===== src/rtl/ps2_key_serializer.sv =====
// Turns key events into PS/2 device-to-host frames (start, 8 data LSB first, odd parity, stop),
// buffered through a 16-byte FIFO and held off while the host inhibits the clock line.
module ps2_key_serializer #(
  parameter int HALF_BIT   = 1432,
  parameter int GAP_HALVES = 4
) (
  input  logic        clk,
  input  logic        reset,
  input  logic [10:0] ps2_key,
  input  logic        ps2_clk_in,
  output logic        ps2_clk_out,
  output logic        ps2_data_out,
  output logic        busy,
  output logic        overflow
);

  localparam int GAP_CYCLES = GAP_HALVES * HALF_BIT;
  localparam int CW = $clog2(GAP_CYCLES + 1);
  localparam logic [CW-1:0] HALF_LAST = CW'(HALF_BIT - 1);
  localparam logic [CW-1:0] GAP_LAST  = CW'(GAP_CYCLES - 1);

  typedef enum logic [2:0] {IDLE, HIGH, LOW, GAP, WAIT} state_t;

  state_t        state;
  logic [CW-1:0] half_cnt;
  logic [3:0]    bit_cnt;
  logic          sync1, sync2;
  logic          toggle_q, armed;
  logic [7:0]    mem [16];
  logic [3:0]    wr_ptr, rd_ptr;
  logic [4:0]    count;

  logic          event_fire;
  logic [1:0]    ev_n;
  logic [7:0]    ev0, ev1, ev2;
  logic [4:0]    free_slots;
  logic          fits;
  logic          pop;
  logic [7:0]    head;
  logic [10:0]   frame;
  logic [3:0]    next_bit;

  always_comb begin
    event_fire = armed && (ps2_key[10] != toggle_q);
    ev0  = ps2_key[7:0];
    ev1  = ps2_key[7:0];
    ev2  = ps2_key[7:0];
    ev_n = 2'd1;
    case ({ps2_key[8], ps2_key[9]})
      2'b10: begin ev0 = 8'hE0; ev1 = 8'hF0; ev_n = 2'd3; end
      2'b11: begin ev0 = 8'hE0; ev_n = 2'd2; end
      2'b00: begin ev0 = 8'hF0; ev_n = 2'd2; end
      default: ;
    endcase
    // The byte in flight keeps its slot until its stop bit ends; a same-cycle pop frees it first.
    pop        = (state == LOW) && (half_cnt == HALF_LAST) && (bit_cnt == 4'd10);
    free_slots = 5'd16 - count + {4'd0, pop};
    fits       = ({3'd0, ev_n} <= free_slots);
    head       = mem[rd_ptr];
    frame      = {1'b1, ~^head, head, 1'b0};
    next_bit   = bit_cnt + 4'd1;
  end

  assign busy = (count != 5'd0) || (state != IDLE);

  // The first clock after reset only samples the toggle so a stale level is not an event.
  always_ff @(posedge clk or posedge reset) begin
    if (reset) begin
      toggle_q <= 1'b0;
      armed    <= 1'b0;
      sync1    <= 1'b0;
      sync2    <= 1'b0;
    end else begin
      toggle_q <= ps2_key[10];
      armed    <= 1'b1;
      sync1    <= ps2_clk_in;
      sync2    <= sync1;
    end
  end

  always_ff @(posedge clk or posedge reset) begin
    if (reset) begin
      wr_ptr   <= 4'd0;
      rd_ptr   <= 4'd0;
      count    <= 5'd0;
      overflow <= 1'b0;
    end else begin
      if (pop) rd_ptr <= rd_ptr + 4'd1;
      if (event_fire && fits) begin
        wr_ptr <= wr_ptr + {2'd0, ev_n};
        count  <= count + {3'd0, ev_n} - {4'd0, pop};
      end else begin
        count <= count - {4'd0, pop};
        if (event_fire) overflow <= 1'b1;
      end
    end
  end

  always_ff @(posedge clk) begin
    if (event_fire && fits) begin
      mem[wr_ptr] <= ev0;
      if (ev_n >= 2'd2) mem[wr_ptr + 4'd1] <= ev1;
      if (ev_n == 2'd3) mem[wr_ptr + 4'd2] <= ev2;
    end
  end

  always_ff @(posedge clk or posedge reset) begin
    if (reset) begin
      state        <= IDLE;
      half_cnt     <= '0;
      bit_cnt      <= 4'd0;
      ps2_clk_out  <= 1'b1;
      ps2_data_out <= 1'b1;
    end else begin
      case (state)
        IDLE: begin
          if ((count != 5'd0) && sync2) begin
            state        <= HIGH;
            half_cnt     <= '0;
            bit_cnt      <= 4'd0;
            ps2_clk_out  <= 1'b1;
            ps2_data_out <= frame[0];
          end
        end
        HIGH: begin
          // Host inhibit aborts the frame unless the stop bit is already on the line.
          if (!sync2 && (bit_cnt < 4'd10)) begin
            state        <= WAIT;
            half_cnt     <= '0;
            bit_cnt      <= 4'd0;
            ps2_clk_out  <= 1'b1;
            ps2_data_out <= 1'b1;
          end else if (half_cnt == HALF_LAST) begin
            state       <= LOW;
            half_cnt    <= '0;
            ps2_clk_out <= 1'b0;
          end else begin
            half_cnt <= half_cnt + CW'(1);
          end
        end
        LOW: begin
          if (half_cnt == HALF_LAST) begin
            half_cnt    <= '0;
            ps2_clk_out <= 1'b1;
            if (bit_cnt == 4'd10) begin
              state        <= GAP;
              bit_cnt      <= 4'd0;
              ps2_data_out <= 1'b1;
            end else begin
              state        <= HIGH;
              bit_cnt      <= next_bit;
              ps2_data_out <= frame[next_bit];
            end
          end else begin
            half_cnt <= half_cnt + CW'(1);
          end
        end
        GAP: begin
          if (half_cnt == GAP_LAST) begin
            state    <= IDLE;
            half_cnt <= '0;
          end else begin
            half_cnt <= half_cnt + CW'(1);
          end
        end
        WAIT: begin
          if (sync2) begin
            state    <= GAP;
            half_cnt <= '0;
          end
        end
        default: state <= IDLE;
      endcase
    end
  end

endmodule


===== config.mk =====
export PLATFORM = sky130hd
export DESIGN_NAME = ps2_key_serializer
export DESIGN_NICKNAME = d
export VERILOG_FILES = /design/src/rtl/ps2_key_serializer.sv
export SDC_FILE = /design/constraint.sdc
export NUM_CORES = 1
export LEC_CHECK = 0
export BUFFER_PORTS_ARGS = -buffer_cell sky130_fd_sc_hd__buf_2
export CORE_MARGIN = 10
export CORE_UTILIZATION = 60
export CTS_CLUSTER_SIZE = 16
export DETAILED_ROUTE_END_ITERATION = 12
export PLACE_DENSITY_LB_ADDON = 0.15
export SKIP_LAST_GASP = 1
export SLEW_MARGIN = 20
export SYNTH_ARGS = -nofsm -noshare
export SYNTH_HDL_FRONTEND = slang
export SYNTH_SLANG_ARGS = --single-unit

===== constraint.sdc =====
create_clock -name clk -period 9.34 [get_ports clk]
set_clock_uncertainty 0.15 [all_clocks]
set_input_delay 1.868 -clock clk [delete_from_list [all_inputs] [get_ports clk]]
set_output_delay 1.868 -clock clk [all_outputs]
set_load 0.005 [all_outputs]

==> impl_metrics.tcl, run 1 <==
set metrics [dict create \
    grt_antenna_before_repair 0 \
    place_worst_setup_slack_ns 2.91 \
    crit_path_start_kind "input port" \
    cts_sinks 168 \
    first_global_vias 6337 \
    post-route-period-util_pct 63.2 \
    seq_area_frac_synth_pct 52.3 \
    antenna_diode_count 0 \
    postLayoutSetupSlackWorst_ns 3.44 \
    synth_edf_count 128 \
    setup_viol 0 \
    ioPinCount 18 \
    layout_min_cycle_time_ns 5.90 \
    drt_wl_total_mm 21.8 \
    core.rowCount 45 \
    netlist_instances 784 \
    grt_max_degree 34 \
    die_w_um 144 \
    final_antenna_net_count 0 \
    p_per_area_nw_per_um2 229 \
    post_drt_wl_per_cell_um 21.9 \
    maxCapViolCount 0 \
    timing.setup.critical_path_class "in -> reg" \
    synth_top_flop_cell "sky130_fd_sc_hd__edfxtp_1" \
    overflow 0 \
    vias_post_dr 6316 \
    reg2reg_slack_ns 3.96 \
    core_sq_um 15100 \
    netlist.top_cell.by_area "sky130_fd_sc_hd__edfxtp_1" \
    critical_path_peak_fanout 18 \
    buffers_from_clock_root_to_sink_at_most 2 \
    seqPwrFrac_pct 44.2 \
    cts_buffers 17 \
    timing.hold.ws_ns 0.213 \
    fp.dieArea_sq_um 20800 \
    placement.io_buffers 17 \
    crit_arrival_ns 5.90 \
    tritoncts_clock_tree "yes" \
    die_height_um 144 \
    postSynthNetCount 824 \
    replace_congestion 0.937 \
    post-cts-setup-buffers 0 \
    worst_pin_slew_ns 1.00 \
    cts-htree-levels 4 \
    detailedRoute.firstIterationViolations 667 \
    power_report.internal_total_mw 1.51 \
    drtPass1Iterations 5 \
    synth_top_cells_by_area "sky130_fd_sc_hd__edfxtp_1 (41%), sky130_fd_sc_hd__dfrtp_1 (10%), sky130_fd_sc_hd__mux4_2 (4.6%)" \
    slew_viol_final 0 \
    timing_hold_violations_final 0 \
    ys_seq_elements 168 \
    timing.max_slew.rel_slack_pct 33.2 \
    setup_tns_ns 0 \
    ctsRootBufferMaster "sky130_fd_sc_hd__clkbuf_16" \
    endpoint_kind "register" \
    synthDominantCellAreaShare_pct 41.5 \
    power_frac_comb_pct 26.7 \
    grt_first_pass_wirelength_mm 34.9 \
    path_clk_slew_ns 0.06 \
    leakagePower_nw 3.64 \
    worst_skew_pair.late_latency_ns 0.43 \
    grt_setup_unrepaired "no" \
    vdd.ir_drop.worst_uv 132 \
    detailed_place_hpwl_mm 15.4 \
    number_of_filler_instances_in_the_final_layout 1110 \
    cts_resized 0 \
    drt_drc_violations_left 0 \
    avgSynthCellArea_sq_um 11.8 \
    final-seq-area_sq_um 4850 \
    grt.total_usage_pct 22.0 \
    area_taken_by_multi_input_logic_gates_sq_um 4110 \
    yosysUniqueCellTypes 71 \
    worst-endpoint-required_ns 9.33 \
    ys.warnings.count 0 \
    area_growth_pct 8.37 \
    count_of_hold_buffers_inserted_by_post_cts_repair 0 \
    clock_power_share_pct 29.1 \
    holdCritPathClass "reg -> reg" \
    outcome "complete, no violations" \
    netlist_top_cells_count "sky130_fd_sc_hd__edfxtp_1 (128), sky130_fd_sc_hd__nor2_1 (63), sky130_fd_sc_hd__nand2_1 (53)" \
    initial_core_util_pct 61.2 \
    p_switching_uw 784 \
    yosysMostFrequentCell "sky130_fd_sc_hd__edfxtp_1" \
    placedCellCount 963 \
    layout.cells.non_filler 995 \
    p_sw_share_pct 34.2 \
    max_clock_freq_mhz 169 \
    design.final.nets 834 \
    report.power.total_mw 2.30 \
    vias_per_cell 6.35 \
    layout-drive-gt1-share_pct 14.3 \
    post_synth_instance_area_sq_um 9270 \
    postSynth.asyncResetShare_pct 23.8 \
]
layer usage:
metal	global-route usage, %	wire [um]	vias to the layer above
met5	0	0	-
met4	7.87	431	0
met3	4.79	1460	51
met2	36.9	11100	216
met1	27.6	8820	3164
li1	-	-	2885
critical path: stages:
cell and delay (ns):
sky130_fd_sc_hd__buf_2 0.12, sky130_fd_sc_hd__inv_1 0.08, sky130_fd_sc_hd__ha_1 0.42, sky130_fd_sc_hd__inv_1 0.41, sky130_fd_sc_hd__ha_1 0.42, sky130_fd_sc_hd__nor2b_1 0.13
sky130_fd_sc_hd__o221ai_1 0.28, sky130_fd_sc_hd__o31a_1 0.50, sky130_fd_sc_hd__nand2_1 0.18, sky130_fd_sc_hd__nor3_2 0.46, sky130_fd_sc_hd__a21boi_0 0.17, sky130_fd_sc_hd__o21ai_0 0.70
sky130_fd_sc_hd__nand2b_1 0.16
final cells by class:
class / count / share of cell area, %
Timing Repair Buffer: 29 / 1.74
Inverter: 32 / 1.20
Multi-Input combinational cell: 546 / 40.9
Sequential cell: 168 / 48.3
Clock buffer: 18 / 4.27
Clock inverter: 14 / 1.23
Tap cell: 188 / 2.34
flip-flops by register name, indices dropped and copies added (netlist names), 3 cells and up:
signal,flops
wr_ptr,4
state,3
rd_ptr,4
bit_cnt,4
count,5
half_cnt,13
mem,128
cell usage in the layout, fill, tap and decap left out, types with 16 or more instances in the layout:
cell,Yosys,layout
sky130_fd_sc_hd__mux4_2,19,19
sky130_fd_sc_hd__buf_2,6,17
sky130_fd_sc_hd__nand2_1,53,53
sky130_fd_sc_hd__a21oi_1,36,36
sky130_fd_sc_hd__nand2b_1,35,35
sky130_fd_sc_hd__or2_2,22,22
sky130_fd_sc_hd__nor2b_1,34,34
sky130_fd_sc_hd__ha_1,24,24
sky130_fd_sc_hd__nor2_1,63,63
sky130_fd_sc_hd__clkbuf_16,0,17
sky130_fd_sc_hd__and2_1,41,41
sky130_fd_sc_hd__nand3_1,16,16
sky130_fd_sc_hd__o21ai_0,37,34
sky130_fd_sc_hd__edfxtp_1,128,128
sky130_fd_sc_hd__inv_1,29,29
sky130_fd_sc_hd__dfrtp_1,38,37
power by group through the flow:
stage | Sequential [mW] | Combinational, mW | Clock [mW]
CTS | 1.01 | 0.609 | 0.677
detailed placement | 1.03 | 0.607 | 0
floorplan | 0.972 | 0.479 | 0
global placement | 1.02 | 0.588 | 0
finish | 1.01 | 0.613 | 0.669
global route | 1.03 | 0.682 | 0.707
final timing paths:
check | start | end | cells past startpoint
max in group asynchronous | reset | toggle_q | 3
setup reg to reg | bit_cnt[0] | mem[2][6] | 19
hold reg to reg | sync1 | sync2 | 0
min in group asynchronous | reset | rd_ptr[3] | 2
setup / recovery | ps2_key[8] | mem[2][6] | 13
hold / removal | sync1 | sync2 | 0
cell families after synthesis:
group / share of synthesized area [%]
other: 0.0405
adders and majority gates: 3.67
DFF: 52.3
and+or+nand+nor: 17.4
xor gates and xnor gates: 3.23
muxes: 11.3
buffers and inverters: 3.33
AOI/OAI and AO/OA: 8.67
per-stage QoR:
stage | cell area [sq um] | utilization (%)
after detailed placement | 9490 | 62.7
after floorplan | 9270 | -
after global placement | 9490 | 62.7
final | 10000 | 66.3
after global routing | 10000 | 66.3
after CTS | 10000 | 66.3
Note: power is estimated with default switching activity, not from simulation.
==> run 2: changes to the inputs <==
Settings changed: CORE_UTILIZATION 60 to 57.
Clock period 9.34 ns to 5.35 ns, I/O delays scaled along.
==> run 2 against run 1 <==
Final cell count grew 3.7%. Highest routed layer unchanged. Final area is 1.9% higher. Core utilization decreased by 1.9 points. Combinational power grew 76%. Critical path type is now reg -> reg.
==> impl_metrics.tcl, run 2 (same netlist as run 1, synthesis figures left out) <==
set metrics [dict create \
    buffers_from_clock_root_to_sink_at_most 2 \
    core_sq_um 15900 \
    outcome "complete, no violations" \
    reg2regPathDepth 19 \
    cts_buffers 17 \
    antenna_diode_count 0 \
    detailed_place_hpwl_mm 15.7 \
    reg2reg_slack_ns 0.51 \
    tritoncts_clock_tree "yes" \
    ctsRootBufferMaster "sky130_fd_sc_hd__clkbuf_16" \
    r2r-end "mem[8][7]" \
    cts_sinks 168 \
    fp.dieArea_sq_um 21800 \
    drt_drc_violations_left 0 \
    mostFrequentLayoutCell "sky130_fd_sc_hd__edfxtp_1" \
    layout-drive-gt1-share_pct 15.6 \
    worst-endpoint-required_ns 5.39 \
    grt.total_usage_pct 21.1 \
    largest_register_ffs 128 \
    postLayoutCellArea_sq_um 10200 \
    timing.max_slew.rel_slack_pct 34.1 \
    max_clock_freq_mhz 206 \
    maxCapViolCount 0 \
    setup_tns_ns 0 \
    drt_wl_total_mm 22.3 \
    power_report.internal_total_mw 2.76 \
    layout_min_cycle_time_ns 4.84 \
    post_drt_wl_per_cell_um 21.6 \
    slew_viol_final 0 \
    hold-path-endpoint "sync2" \
    hold_path_depth 0 \
    largestRegisters "mem: 128 flops, half_cnt: 13 flops, count: 5 flops" \
    count_of_hold_buffers_inserted_by_post_cts_repair 0 \
    startpoint_of_the_worst_register_to_register_path "bit_cnt[0]" \
    ioPinCount 18 \
    post-route-period-util_pct 90.5 \
    postLayoutSetupSlackWorst_ns 0.507 \
    die_w_um 148 \
    vias_per_cell 6.10 \
    worst_skew_pair.late_latency_ns 0.44 \
    holdCritPathClass "reg -> reg" \
    number_of_filler_instances_in_the_final_layout 1218 \
    endpoint_kind "register" \
    vdd.ir_drop.worst_uv 263 \
    vias_post_dr 6299 \
    core.rowCount 46 \
    path_clk_slew_ns 0.07 \
    placed_cell_area_sq_um 9590 \
    final_antenna_net_count 0 \
    first_global_vias 6376 \
    clock_power_share_pct 31.9 \
    timing_hold_violations_final 0 \
    worst_pin_slew_ns 0.989 \
    replace_congestion 0.939 \
    grt_setup_unrepaired "no" \
    grt_max_degree 41 \
    critical_path_peak_fanout 14 \
    overflow 0 \
    cts-htree-levels 4 \
    regMostFlops "mem" \
    crit_path_start_kind "register" \
    setup_viol 0 \
    final_cell_mix "sky130_fd_sc_hd__edfxtp_1 (128), sky130_fd_sc_hd__nor2_1 (63), sky130_fd_sc_hd__nand2_1 (53)" \
    p_sw_share_pct 34.0 \
    initial_core_util_pct 58.3 \
    p_switching_mw 1.42 \
    seqPwrFrac_pct 42.3 \
    drtPass1Iterations 5 \
    timing.hold.ws_ns 0.212 \
    crit_arrival_ns 4.88 \
    p_per_area_nw_per_um2 408 \
    placement.io_buffers 17 \
    place_worst_setup_slack_ns 0.552 \
    die_height_um 148 \
    design.final.nets 843 \
    area_growth_pct 10.4 \
    grt_antenna_before_repair 0 \
    leakagePower_nw 3.73 \
    timing.setup.critical_path_class "reg -> reg" \
    detailedRoute.firstIterationViolations 625 \
    power_frac_comb_pct 25.8 \
    hold_path_startpoint "sync1" \
    cts_resized 0 \
    post-cts-setup-buffers 0 \
    grt_first_pass_wirelength_mm 35.8 \
]
==> run 2: cell count changes in the layout (fill, tap and decap cells not counted), moves of 2 or more <==
cell / delta
sky130_fd_sc_hd__inv_8: +3
sky130_fd_sc_hd__buf_4: +9
sky130_fd_sc_hd__clkinv_1: -2
sky130_fd_sc_hd__bufinv_16: +2
sky130_fd_sc_hd__clkinv_8: +2
sky130_fd_sc_hd__clkinv_4: -2
==> run 2: per-layer routing <==
metal	global-route usage, %	wire length [um]
met5	0	0
met4	7.28	444
met3	3.69	1280
met2	34.5	10900
met1	27.8	9610
==> run 2: power groups by stage <==
stage          Sequential (mW)  Combinational [mW]  Clock (mW)
2_1_floorplan             1.70               0.836           0
3_3_place_gp              1.79                1.04           0
3_5_place_dp              1.79                1.06           0
4_1_cts                   1.77                1.07        1.34
5_1_grt                   1.79                1.20        1.40
6_report                  1.77                1.08        1.33
==> run 2: how the worst max path moves through the flow <==
stage                from         end
6_report       bit_cnt[0]   mem[8][7]
5_1_grt        bit_cnt[0]   mem[0][7]
4_1_cts        bit_cnt[0]   mem[8][7]
3_5_place_dp   bit_cnt[0]   mem[8][7]
3_3_place_gp   bit_cnt[0]   mem[8][6]
2_1_floorplan  ps2_key[8]  mem[12][0]
==> run 2: final cells by class <==
cell class	count	area (sq um)	area share (%)
repair buffers	38	243	2.37
multi-input cells	546	4120	40.2
clock inverters	15	211	2.07
flip-flops and latches	168	4850	47.4
clock buffers	17	425	4.16
inverters	32	120	1.17
well taps	216	270	2.64
==> run 2: metrics by stage <==
stage                     util, %  power (mW)  instances
after floorplan                 -        2.53        784
after CTS                    64.4        4.17       1032
final                        64.4        4.18       1032
after global routing         64.4        4.40       1032
after global placement       60.4        2.83       1000
after detailed placement     60.4        2.85       1000
==> run 2: critical path, stage by stage (launching register included) <==
cell	delay, ns
sky130_fd_sc_hd__dfrtp_1	0.46
sky130_fd_sc_hd__inv_1	0.17
sky130_fd_sc_hd__ha_1	0.17
sky130_fd_sc_hd__nand3b_1	0.14
sky130_fd_sc_hd__nor3_1	0.15
sky130_fd_sc_hd__and2_1	0.19
sky130_fd_sc_hd__inv_1	0.06
sky130_fd_sc_hd__ha_1	0.19
sky130_fd_sc_hd__inv_1	0.06
sky130_fd_sc_hd__ha_1	0.22
sky130_fd_sc_hd__inv_1	0.06
sky130_fd_sc_hd__ha_1	0.22
sky130_fd_sc_hd__nor2b_1	0.13
sky130_fd_sc_hd__o221ai_1	0.25
sky130_fd_sc_hd__o31a_1	0.50
sky130_fd_sc_hd__nand2_1	0.22
sky130_fd_sc_hd__or4_1	0.50
sky130_fd_sc_hd__a2bb2oi_1	0.17
sky130_fd_sc_hd__and2_1	0.29
sky130_fd_sc_hd__or2_2	0.30
==> run 3: changes to the inputs <==
Settings changed: CAP_MARGIN set to 25, REMOVE_ABC_BUFFERS set to 1.
==> run 3 against run 2 <==
Non-clock buffer count up 2. Core utilization up 0.18 points. Final area up 0.28%. Critical path depth down 1. Hold slack better by 0.0095 ns. Power up 0.53%. Fmax down 1.2%. Via count down 0.43%. Final cell count up 0.19%. First-iteration DRC count down 27%. Sequential power about the same. Flip-flop and latch count unchanged.
==> impl_metrics.tcl, run 3 (same netlist as run 1, synthesis figures left out) <==
set metrics [dict create \
    placed_cell_area_sq_um 9610 \
    worst_pin_slew_ns 1.04 \
    ioPinCount 18 \
    ctsRootBufferMaster "sky130_fd_sc_hd__clkbuf_16" \
    crit_buf_inv 3 \
    timing.max_slew.rel_slack_pct 30.5 \
    cts_resized 0 \
    crit_path_cell_count 18 \
    crit_path_frequent_cell "sky130_fd_sc_hd__ha_1" \
    core_sq_um 15900 \
    postLayoutSetupSlackWorst_ns 0.450 \
    replace_congestion 0.915 \
    core.rowCount 46 \
    critPathMaxStageDelay_ns 0.49 \
    grt_antenna_before_repair 0 \
    layout.cells.non_filler 1034 \
    crit_path_cell_trace "ha_1 -> and4_1 -> and3_1 -> and2_1 -> inv_1 -> ha_1 -> inv_1 -> ha_1 -> inv_1 -> ha_1 -> nor2b_1 -> o221ai_1 -> o31a_1 -> nand2_1 -> or4_1 -> a2bb2oi_1 -> and2_1 -> or2_2" \
    area_growth_pct 10.7 \
    final_antenna_net_count 0 \
    vias_post_dr 6272 \
    report.power.total_mw 4.20 \
    largest_register_ffs 128 \
    slew_viol_final 0 \
    regMostFlops "mem" \
    grt_first_pass_wirelength_mm 35.2 \
    place_worst_setup_slack_ns 0.524 \
    detailedRoute.firstIterationViolations 457 \
    grt.total_usage_pct 21.0 \
    placement.io_buffers 17 \
    placedCellCount 1002 \
    max_clock_freq_mhz 204 \
    critical_path_peak_fanout 14 \
    path_clk_slew_ns 0.07 \
    power_report.internal_total_mw 2.83 \
    design.final.nets 845 \
    layout_min_cycle_time_ns 4.90 \
    timing.critical_path.slowest_stage_cell "sky130_fd_sc_hd__o31a_1" \
    antenna_diode_count 0 \
    die_height_um 148 \
    setup_tns_ns 0 \
    cts_buffers 17 \
    fin_util_pct 64.6 \
    post-cts-setup-buffers 0 \
    drtPass1Iterations 5 \
    drt_wl_total_mm 22.4 \
    crit_path_start_kind "register" \
    endpoint_kind "register" \
    detailed_place_hpwl_mm 16.1 \
    cts_sinks 168 \
    postLayoutCellArea_sq_um 10300 \
    post_drt_wl_per_cell_um 21.7 \
    startpoint_of_the_worst_register_to_register_path "half_cnt[0]" \
    timing.hold.ws_ns 0.221 \
    cts-htree-levels 4 \
    p_sw_share_pct 32.5 \
    initial_core_util_pct 58.3 \
    area_taken_by_multi_input_logic_gates_sq_um 4120 \
    setup_viol 0 \
    mostFrequentLayoutCell "sky130_fd_sc_hd__edfxtp_1" \
    timing_hold_violations_final 0 \
    count_of_hold_buffers_inserted_by_post_cts_repair 0 \
    outcome "complete, no violations" \
    final_cell_mix "sky130_fd_sc_hd__edfxtp_1 (128), sky130_fd_sc_hd__nor2_1 (63), sky130_fd_sc_hd__nand2_1 (53)" \
    largestRegisters "mem: 128 flops, half_cnt: 13 flops, count: 5 flops" \
    vdd.ir_drop.worst_uv 294 \
    r2r-end "mem[0][5]" \
    leakagePower_nw 3.75 \
    grt_max_degree 33 \
    tritoncts_clock_tree "yes" \
    overflow 0 \
    buffers_from_clock_root_to_sink_at_most 2 \
    first_global_vias 6192 \
    p_per_area_nw_per_um2 410 \
    grt_setup_unrepaired "no" \
    reg2reg_slack_ns 0.45 \
    hold_path_startpoint "sync1" \
    worst_skew_pair.late_latency_ns 0.42 \
    crit_arrival_ns 4.92 \
    reg2regPathDepth 18 \
    fp.dieArea_sq_um 21800 \
    number_of_filler_instances_in_the_final_layout 1222 \
    hold-path-endpoint "sync2" \
    maxCapViolCount 0 \
    final-seq-area_sq_um 4850 \
    layout-drive-gt1-share_pct 15.9 \
    holdCritPathClass "reg -> reg" \
    seqPwrFrac_pct 42.1 \
    hold_path_depth 0 \
    timing.setup.critical_path_class "reg -> reg" \
    vias_per_cell 6.07 \
    post-route-period-util_pct 91.6 \
    power_frac_comb_pct 25.8 \
    die_w_um 148 \
    worst-endpoint-required_ns 5.37 \
    p_switching_mw 1.37 \
    drt_drc_violations_left 0 \
    clock_power_share_pct 32.1 \
    worst_path_dominant_cell_family "simple AND/OR/NAND/NOR gates" \
]
-- run 3: changes by cell type in the layout (fill, tap and decap cells not counted), moves of 2 or more --
cell,before,now
sky130_fd_sc_hd__bufinv_16,3,5
sky130_fd_sc_hd__buf_2,17,19
sky130_fd_sc_hd__o21ai_0,35,37
sky130_fd_sc_hd__clkinv_2,0,3
sky130_fd_sc_hd__clkinv_8,2,0
sky130_fd_sc_hd__clkinvlp_4,1,3
sky130_fd_sc_hd__o21ai_1,2,0
sky130_fd_sc_hd__inv_8,3,0
-- run 3: power by group through the flow --
stage	clock [mW]	combinational, mW	sequential (mW)
3_5_place_dp	0	1.07	1.79
5_1_grt	1.42	1.20	1.79
6_report	1.35	1.08	1.77
3_3_place_gp	0	1.04	1.78
4_1_cts	1.36	1.08	1.77
2_1_floorplan	0	0.761	1.74
-- run 3: how the worst max path moves through the flow --
stage | from | end | slack (ns)
floorplan | ps2_key[8] | mem[0][0] | 0.74
global placement | bit_cnt[0] | mem[8][7] | 0.66
detailed placement | bit_cnt[0] | mem[0][5] | 0.52
CTS | half_cnt[0] | mem[0][5] | 0.50
global route | bit_cnt[0] | mem[0][5] | 0.12
finish | half_cnt[0] | mem[0][5] | 0.45
-- run 3: metal layers --
layer / GRT usage, % / vias up / share of wire (%)
met2: 34.8 / 216 / 50
met5: 0 / - / 0
met1: 27.3 / 3122 / 43
met4: 6.14 / 0 / 1.7
li1: - / 2907 / -
met3: 4.37 / 27 / 6.0
-- run 3: cell type report --
cell class	count	area share, %
clock buffer	17	4.15
inverter	32	1.17
tap	216	2.63
timing repair buffer	40	2.54
multi-input combinational	546	40.1
clock inverter	15	2.17
sequential	168	47.2
